`config.mk`:
```
export PLATFORM = sky130hd
export DESIGN_NAME = fetch_unit_flat
export DESIGN_NICKNAME = d
export VERILOG_FILES = /design/src/rtl/fetch_pkg.sv /design/src/rtl/fetch_unit_if.sv /design/src/rtl/fetch_unit_inst_fifo.sv /design/src/rtl/fetch_unit.sv /design/src/flat_wrapper.sv
export SDC_FILE = /design/constraint.sdc
export NUM_CORES = 2
export LEC_CHECK = 0
export BUFFER_PORTS_ARGS = -buffer_cell sky130_fd_sc_hd__buf_2
export CAP_MARGIN = 25
export CORE_UTILIZATION = 61
export CTS_BUF_LIST = sky130_fd_sc_hd__clkbuf_8 sky130_fd_sc_hd__clkbuf_16
export CTS_CLUSTER_DIAMETER = 50
export DETAILED_ROUTE_END_ITERATION = 7
export GPL_ROUTABILITY_DRIVEN = 0
export PLACE_DENSITY = 0.74
export SLEW_MARGIN = 30
export SYNTH_ARGS = -nofsm -noshare
export SYNTH_HDL_FRONTEND = slang
export SYNTH_SLANG_ARGS = --single-unit
```
`constraint.sdc`:
```
create_clock -name clk -period 10 [get_ports clk]
set_input_delay 2 -clock clk [delete_from_list [all_inputs] [get_ports clk]]
set_output_delay 2 -clock clk [all_outputs]
set_load 0.02 [all_outputs]
```
`src/rtl/fetch_pkg.sv`:
```
// Shared types and constants for the instruction fetch stage.
//   fetch_state_e  : fetch sequencer states
//   LINE_*         : cache line geometry on the Sysbus
//   inst_entry_t   : one buffered instruction with its PC
package fetch_pkg;

  typedef enum logic [1:0] {
    IDLE,
    REQ,
    RECV
  } fetch_state_e;

  localparam int unsigned XLEN           = 64;
  localparam int unsigned LINE_BYTES     = 64;
  localparam int unsigned LINE_BEATS     = 8;
  localparam int unsigned INSTS_PER_BEAT = 2;
  // A line is only requested when every slot it can produce fits in the buffer.
  localparam int unsigned REQ_MIN_FREE   = LINE_BEATS * INSTS_PER_BEAT;

  typedef struct packed {
    logic [XLEN-1:0] pc;
    logic [31:0]     inst;
  } inst_entry_t;

endpackage

```
`src/rtl/fetch_unit_if.sv`:
```
// Sysbus line request/response handshake between the fetch stage and the L1.
//   reqcyc/reqack/req/reqtag     : line request (master drives cyc/addr/tag)
//   respcyc/respack/resp/resptag : response beats (slave drives cyc/data/tag)
// Modports: master = fetch unit, slave = cache/bus model.
interface fetch_unit_if #(
  parameter int unsigned BUS_DATA_WIDTH = 64,
  parameter int unsigned BUS_TAG_WIDTH  = 13
);
  logic                      reqcyc;
  logic                      reqack;
  logic [BUS_DATA_WIDTH-1:0] req;
  logic [BUS_TAG_WIDTH-1:0]  reqtag;
  logic                      respcyc;
  logic                      respack;
  logic [BUS_DATA_WIDTH-1:0] resp;
  logic [BUS_TAG_WIDTH-1:0]  resptag;

  modport master (
    output reqcyc, req, reqtag, respack,
    input  reqack, respcyc, resp, resptag
  );

  modport slave (
    input  reqcyc, req, reqtag, respack,
    output reqack, respcyc, resp, resptag
  );
endinterface

```
`src/rtl/fetch_unit_inst_fifo.sv`:
```
// inst_fifo: in-order instruction buffer, up to two pushes and one pop per cycle.
//   clk, reset     : clock, asynchronous active-high reset
//   flush          : synchronous clear, wins over same-cycle push/pop
//   push0/data0    : first (older) write slot
//   push1/data1    : second write slot, lands after data0 when both are set
//   pop            : remove head (ignored when empty)
//   valid/head     : head entry and its validity
//   free           : number of unused entries
module inst_fifo
  import fetch_pkg::*;
#(
  parameter int unsigned DEPTH = 32
) (
  input  logic                     clk,
  input  logic                     reset,
  input  logic                     flush,
  input  logic                     push0,
  input  inst_entry_t              data0,
  input  logic                     push1,
  input  inst_entry_t              data1,
  input  logic                     pop,
  output logic                     valid,
  output inst_entry_t              head,
  output logic [$clog2(DEPTH):0]   free
);

  localparam int unsigned AW = $clog2(DEPTH);

  inst_entry_t     mem [DEPTH];
  logic [AW:0]     wptr, rptr, count, n_push;
  logic [AW-1:0]   widx0, widx1;

  assign count  = wptr - rptr;
  assign valid  = (count != '0);
  assign free   = (AW+1)'(DEPTH) - count;
  assign head   = mem[rptr[AW-1:0]];
  assign n_push = (AW+1)'(push0) + (AW+1)'(push1);
  assign widx0  = wptr[AW-1:0];
  // data1 follows data0 only when data0 is actually written this cycle.
  assign widx1  = push0 ? (widx0 + AW'(1)) : widx0;

  always_ff @(posedge clk or posedge reset) begin
    if (reset) begin
      wptr <= '0;
      rptr <= '0;
    end else if (flush) begin
      wptr <= '0;
      rptr <= '0;
    end else begin
      wptr <= wptr + n_push;
      if (pop && valid) rptr <= rptr + (AW+1)'(1);
    end
  end

  always_ff @(posedge clk) begin
    if (!flush) begin
      if (push0) mem[widx0] <= data0;
      if (push1) mem[widx1] <= data1;
    end
  end

endmodule

```
`src/rtl/fetch_unit.sv`:
```
// fetch_unit: instruction fetch stage. Requests 64-byte lines over Sysbus,
// splits each 64-bit beat into two instructions (low half first) and queues
// them with their PCs for decode. A redirect flushes the queue and restarts
// fetch; a line already in flight is acked to completion and discarded.
//   clk, reset               : clock, asynchronous active-high reset
//   bus (fetch_unit_if.master): line request / response beats
//   redirect_valid/_pc       : flush and refetch at a new 4-byte aligned PC
//   inst_valid/ready/inst/pc : decode-side head of the buffer
//   fetch_err                : sticky response tag mismatch
// Build option: define FETCH_TAG_CHECK_EN to check response tags; otherwise
// bus.resptag is ignored and fetch_err is tied low.
module fetch_unit
  import fetch_pkg::*;
#(
  parameter int unsigned                BUS_DATA_WIDTH = 64,
  parameter int unsigned                BUS_TAG_WIDTH  = 13,
  parameter logic [BUS_DATA_WIDTH-1:0]  RESET_PC       = '0,
  parameter int unsigned                IBUF_DEPTH     = 32
) (
  input  logic                      clk,
  input  logic                      reset,
  fetch_unit_if.master              bus,
  input  logic                      redirect_valid,
  input  logic [BUS_DATA_WIDTH-1:0] redirect_pc,
  output logic                      inst_valid,
  input  logic                      inst_ready,
  output logic [31:0]               inst,
  output logic [BUS_DATA_WIDTH-1:0] inst_pc,
  output logic                      fetch_err
);

  localparam int unsigned DW     = BUS_DATA_WIDTH;
  localparam int unsigned FREE_W = $clog2(IBUF_DEPTH) + 1;

  fetch_state_e             state, state_next;
  logic [DW-1:0]            pc, req_addr, slot_pc0, slot_pc1;
  logic [BUS_TAG_WIDTH-1:0] tag_cnt, out_tag;
  logic [2:0]               beat_cnt;
  logic                     drop;
  logic [FREE_W-1:0]        free;
  logic                     beat_ack, tag_ok, beat_good, line_done;
  logic                     push0, push1;
  inst_entry_t              ent0, ent1, head;

  assign beat_ack = (state == RECV) && bus.respcyc;

`ifdef FETCH_TAG_CHECK_EN
  logic err;
  assign tag_ok    = (bus.resptag == out_tag);
  assign fetch_err = err;
`else
  logic unused_tag;
  assign tag_ok     = 1'b1;
  assign fetch_err  = 1'b0;
  assign unused_tag = ^{bus.resptag, out_tag};
`endif

  assign beat_good = beat_ack && tag_ok;
  assign line_done = beat_good && (beat_cnt == 3'(LINE_BEATS - 1));

  // Slots below the current pc belong to an unaligned entry into the line.
  assign slot_pc0 = req_addr + DW'({beat_cnt, 3'b000});
  assign slot_pc1 = slot_pc0 + DW'(4);
  assign push0    = beat_good && !drop && !redirect_valid && (slot_pc0 >= pc);
  assign push1    = beat_good && !drop && !redirect_valid && (slot_pc1 >= pc);
  assign ent0     = '{pc: slot_pc0, inst: bus.resp[31:0]};
  assign ent1     = '{pc: slot_pc1, inst: bus.resp[63:32]};

  always_ff @(posedge clk or posedge reset) begin
    if (reset) state <= IDLE;
    else       state <= state_next;
  end

  always_comb begin
    state_next  = state;
    bus.reqcyc  = 1'b0;
    bus.req     = '0;
    bus.reqtag  = '0;
    bus.respack = 1'b0;
    unique case (state)
      IDLE: if (free >= FREE_W'(REQ_MIN_FREE) && !redirect_valid) state_next = REQ;
      REQ: begin
        bus.reqcyc = 1'b1;
        bus.req    = req_addr;
        bus.reqtag = tag_cnt;
        if (bus.reqack) state_next = RECV;
      end
      RECV: begin
        bus.respack = bus.respcyc;
        if (line_done) state_next = IDLE;
      end
      default: state_next = IDLE;
    endcase
  end

  always_ff @(posedge clk or posedge reset) begin
    if (reset) begin
      pc       <= RESET_PC;
      req_addr <= '0;
      tag_cnt  <= '0;
      out_tag  <= '0;
      beat_cnt <= '0;
      drop     <= 1'b0;
    end else begin
      unique case (state)
        IDLE: if (state_next == REQ) req_addr <= {pc[DW-1:6], 6'b0};
        REQ: if (bus.reqack) begin
          out_tag  <= tag_cnt;
          tag_cnt  <= tag_cnt + BUS_TAG_WIDTH'(1);
          beat_cnt <= '0;
        end
        RECV: begin
          if (beat_good) beat_cnt <= beat_cnt + 3'd1;
          if (line_done) begin
            drop <= 1'b0;
            // A drained line leaves pc at the redirect target.
            if (!drop) pc <= req_addr + DW'(LINE_BYTES);
          end
        end
        default: ;
      endcase
      // A redirect on the final beat needs no drain: that line is done anyway.
      if (redirect_valid) begin
        pc <= redirect_pc;
        if (state == REQ || (state == RECV && !line_done)) drop <= 1'b1;
      end
    end
  end

`ifdef FETCH_TAG_CHECK_EN
  always_ff @(posedge clk or posedge reset) begin
    if (reset)                   err <= 1'b0;
    else if (beat_ack && !tag_ok) err <= 1'b1;
  end
`endif

  inst_fifo #(.DEPTH(IBUF_DEPTH)) u_ibuf (
    .clk   (clk),
    .reset (reset),
    .flush (redirect_valid),
    .push0 (push0),
    .data0 (ent0),
    .push1 (push1),
    .data1 (ent1),
    .pop   (inst_valid && inst_ready),
    .valid (inst_valid),
    .head  (head),
    .free  (free)
  );

  assign inst    = head.inst;
  assign inst_pc = head.pc;

endmodule

```
`src/flat_wrapper.sv`:
```
// flat-port wrapper written by rule: the top's interface ports become plain ports
module fetch_unit_flat import fetch_pkg::*;
#(
  parameter int unsigned                BUS_DATA_WIDTH = 64,
  parameter int unsigned                BUS_TAG_WIDTH  = 13,
  parameter logic [BUS_DATA_WIDTH-1:0]  RESET_PC       = '0,
  parameter int unsigned                IBUF_DEPTH     = 32
)
  (clk, reset, redirect_valid, redirect_pc, inst_valid, inst_ready, inst, inst_pc, fetch_err, bus_reqcyc, bus_req, bus_reqtag, bus_respack, bus_reqack, bus_respcyc, bus_resp, bus_resptag);
  fetch_unit_if #(.BUS_DATA_WIDTH(BUS_DATA_WIDTH), .BUS_TAG_WIDTH(BUS_TAG_WIDTH)) bus_i ();
  input  logic clk;
  input  logic reset;
  input  logic redirect_valid;
  input  logic [BUS_DATA_WIDTH-1:0] redirect_pc;
  output logic inst_valid;
  input  logic inst_ready;
  output logic [31:0] inst;
  output logic [BUS_DATA_WIDTH-1:0] inst_pc;
  output logic fetch_err;
  output wire logic [$bits(bus_i.reqcyc)-1:0] bus_reqcyc;
  output wire logic [$bits(bus_i.req)-1:0] bus_req;
  output wire logic [$bits(bus_i.reqtag)-1:0] bus_reqtag;
  output wire logic [$bits(bus_i.respack)-1:0] bus_respack;
  input wire logic [$bits(bus_i.reqack)-1:0] bus_reqack;
  input wire logic [$bits(bus_i.respcyc)-1:0] bus_respcyc;
  input wire logic [$bits(bus_i.resp)-1:0] bus_resp;
  input wire logic [$bits(bus_i.resptag)-1:0] bus_resptag;
  assign bus_reqcyc = bus_i.reqcyc;
  assign bus_req = bus_i.req;
  assign bus_reqtag = bus_i.reqtag;
  assign bus_respack = bus_i.respack;
  assign bus_i.reqack = bus_reqack;
  assign bus_i.respcyc = bus_respcyc;
  assign bus_i.resp = bus_resp;
  assign bus_i.resptag = bus_resptag;
  fetch_unit #(.BUS_DATA_WIDTH(BUS_DATA_WIDTH), .BUS_TAG_WIDTH(BUS_TAG_WIDTH), .RESET_PC(RESET_PC), .IBUF_DEPTH(IBUF_DEPTH)) u_core (.clk(clk), .reset(reset), .bus(bus_i), .redirect_valid(redirect_valid), .redirect_pc(redirect_pc), .inst_valid(inst_valid), .inst_ready(inst_ready), .inst(inst), .inst_pc(inst_pc), .fetch_err(fetch_err));
endmodule
```
==> results.py <==
metrics = {
    "final_layout": {
        "fill_cells": 16500,
        "mostFrequentLayoutCell": "edfxtp_1",
        "layout_common_cells": "2976 x edfxtp_1, 1255 x and2_1, 1229 x nand2_1",
        "area_growth_pct": 10.8,
        "final_nets": 10700,
        "drive_gt1_share_pct": 20.8,
        "final_cell_area_sq_um": 169000,
    },
    "synthesis": {
        "synth_fa_ha_area_share_pct": 0.659,
        "yosysTopAreaCell": "edfxtp_1",
        "netlist.area_leader.share_pct": 58.7,
        "synth-edff-count": 2976,
        "yosysWarnings": 0,
        "yosysUniqueCellTypes": 78,
        "synthArstFlopShare_pct": 4.84,
        "yosys.area_share.xor_xnor_pct": 0.454,
        "synthFlopType": "edfxtp_1",
        "synth_top_family_by_area": "multiplexers",
        "seq_area_frac_synth_pct": 61.6,
        "synthTopCellsByArea": "edfxtp_1 59%, mux4_2 14%, and2_1 5.2%, nand2_1 3.1%, mux2i_1 2.8%",
        "netlist_instances": 10700,
        "synth_area_sq_um": 152000,
        "yosys.area_share.simple_pct": 12.7,
        "synth_compound_area_share_pct": 4.10,
        "synthMuxAreaShare_pct": 17.1,
        "synth.avg_cell_area_sq_um": 14.2,
        "ys_ff_latch": 3161,
    },
    "cts": {
        "cts_resized": 0,
        "clk_pin_slew_ns": 0.06,
        "cts_tree": "done",
        "cts_setup_buffers": 0,
        "clk_latency_ns": 1.00,
        "cts_htree_levels": 5,
        "clk_path_buf_depth": 4,
        "holdBufCountCts": 0,
        "clock-sinks": 3161,
        "clockRootBuffer": "clkbuf_16",
        "cts_buffers": 365,
    },
    "floorplanning": {
        "start_util_pct": 61.3,
        "die_area_sq_um": 252000,
        "ioPinCount": 324,
        "die_h_um": 502,
        "rows": 183,
        "core_area_sq_um": 248000,
        "die_w_um": 502,
    },
    "timing": {
        "rsz0062_at_grt": "false",
        "fin_crit_sh_pct": 82.6,
        "finalSetupViolations": 0,
        "setup_tns_ns": 0,
        "max_freq_mhz": 121,
        "period_minus_slack_ns": 8.26,
        "clock_skew_ns": 0.0817,
        "drv_slew": 0,
        "tightest_slew_ns": 1.12,
        "hold_viol": 0,
        "fin_ws_ns": 1.74,
        "relSlewSlack_pct": 25.0,
    },
    "setup_path": {
        "setup.worst_path.start_class": "register",
        "crit_fanout": 44,
        "r2r_start": "u_core.req_addr[59]",
        "crit_type": "register to register",
        "r2r_cells": 15,
        "cp-end-kind": "register",
        "endpoint": "u_core.u_ibuf.mem[6][73]",
        "cp.arrival_ns": 8.85,
        "crit_start": "u_core.req_addr[59]",
        "r2r_setup_slack_ns": 1.74,
        "worstPathRequired_ns": 10.59,
        "regToRegEndpoint": "u_core.u_ibuf.mem[6][73]",
    },
    "status": {
        "violations": "design-rule violations",
        "status": "finished with violations",
    },
    "pwr": {
        "power.leakage_uw": 0.0558,
        "ir_drop_mv": 0.218,
        "p_per_area_nw_per_um2": 209,
    },
    "global_routing": {
        "grt_pass1_wl_um": 675000,
        "grt_pass1_vias": 96700,
        "grt_overflow": 0,
        "globalRouteTotalUtil_pct": 38.0,
        "grt_max_degree": 143,
        "antenna_found_initial": 40,
    },
    "placed_design": {
        "placedInstanceArea_sq_um": 157000,
        "numPortBuffers": 301,
        "hpwl_um": 251000,
        "place_ws_ns": 2.10,
    },
    "drt": {
        "wire_per_inst_um": 34.0,
        "ant_nets": 0,
        "drt_first_iter_violations": 16900,
        "dr.pass1.iters": 8,
        "routed_wl_um": 478000,
        "drc": 4,
        "vias_per_cell": 6.97,
        "via_count": 98200,
    },
    "min_path": {
        "hold_class": "register to register",
    },
    "flow_run": {
        "maxCapViolCount": 0,
    },
}
[flip-flops by register name (all words and copies together), names as in the netlist]
name and count:
u_core.tag_cnt 13, u_core.u_ibuf.wptr 6, u_core.u_ibuf.rptr 6, u_core.u_ibuf.mem 3008, u_core.req_addr 58, u_core.drop 1
u_core.beat_cnt 3, u_core.state 2, u_core.pc 64
[Yosys cell counts, drive strengths merged (4+ instances only)]
master / count
edfxtp: 2976
a21oi: 96
and3: 9
a31oi: 6
nor2: 188
buf: 214
clkbuf: 969
a32o: 22
o22ai: 5
or4: 5
mux2: 52
a21o: 16
or2: 12
nand3: 210
mux2i: 423
and4: 4
nor2b: 654
a22oi: 52
dfrtp: 153
o21ai: 403
xor2: 31
nor3: 27
inv: 145
nor4: 13
o211ai: 4
nand2: 1242
or3: 7
ha: 77
and2: 1262
a221oi: 4
nand4: 32
dfxtp: 32
mux4: 940
nand2b: 14
a22o: 230
o31ai: 65
a2bb2oi: 4
xnor2: 48
[critical path, stage by stage, from the launching register on]
cell	delay, ns
dfrtp_1	0.62
ha_1	0.47
nand4_1	0.26
nor4_1	0.96
nand4_1	0.24
a21oi_1	0.29
or4_1	0.77
nand2_1	0.38
inv_1	0.18
ha_1	0.36
nand2b_1	0.24
or2_2	0.45
a2111oi_4	0.34
buf_4	0.70
or2_4	0.82
buf_4	0.67
[cell families (layout without fill, tap and decap cells)]
kind of cell | count (synthesis) | count (layout)
AOI/OAI and AO/OA | 933 | 933
muxes | 1415 | 1415
other | 1 | 37
buffers and inverters | 1328 | 1352
DFF | 3161 | 3161
adders and majority gates | 79 | 79
and+or+nand+nor | 3688 | 3688
xor gates and xnor gates | 79 | 79
[per-layer routing]
metal,up-vias,GRT usage (%),routed length [um]
li1,38900,-,-
met1,49400,49.3,161000
met2,8081,58.2,218000
met3,1736,11.5,71000
met4,20,19.8,28800
met5,-,0.232,128
[cell type report]
cell class,count,area (sq um),area share [%]
Sequential cell,3161,93900,55.7
Multi-Input combinational cell,6203,54000,32.1
Clock buffer,386,9500,5.63
Timing Repair Buffer,567,4210,2.50
Tap cell,3330,4170,2.47
Clock inverter,254,2110,1.25
Inverter,145,646,0.383
Antenna cell,28,70.1,0.0416
[worst min path at each step]
stage	from	cells after the start	end	slack, ns
2_1_floorplan	u_core.u_ibuf.mem[2][34]	2	u_core.u_ibuf.mem[2][34]	0.42
3_3_place_gp	u_core.u_ibuf.mem[23][34]	1	u_core.u_ibuf.mem[23][34]	0.43
3_5_place_dp	u_core.u_ibuf.mem[2][34]	2	u_core.u_ibuf.mem[2][34]	0.44
4_1_cts	u_core.u_ibuf.mem[31][34]	1	u_core.u_ibuf.mem[31][34]	0.45
5_1_grt	u_core.u_ibuf.mem[15][34]	1	u_core.u_ibuf.mem[15][34]	0.46
6_report	u_core.u_ibuf.mem[15][34]	1	u_core.u_ibuf.mem[15][34]	0.46
[stage by stage]
stage               total power [uW]  hold WS, ns  util [%]  cells
floorplan                      20200        0.419         -  10700
global placement               22300        0.428      63.0  13400
finish                         35200        0.456      67.9  14100
detailed placement             22400        0.435      63.1  13400
CTS                            35200        0.454      67.8  14000
global route                   36200        0.463      67.9  14100
[power by group]
part	total, uW	switching (uW)	internal, uW
clock	13100	5420	7650
combinational	7280	4230	3040
sequential	14900	444	14400
Note: power is estimated with default switching activity, not from simulation.
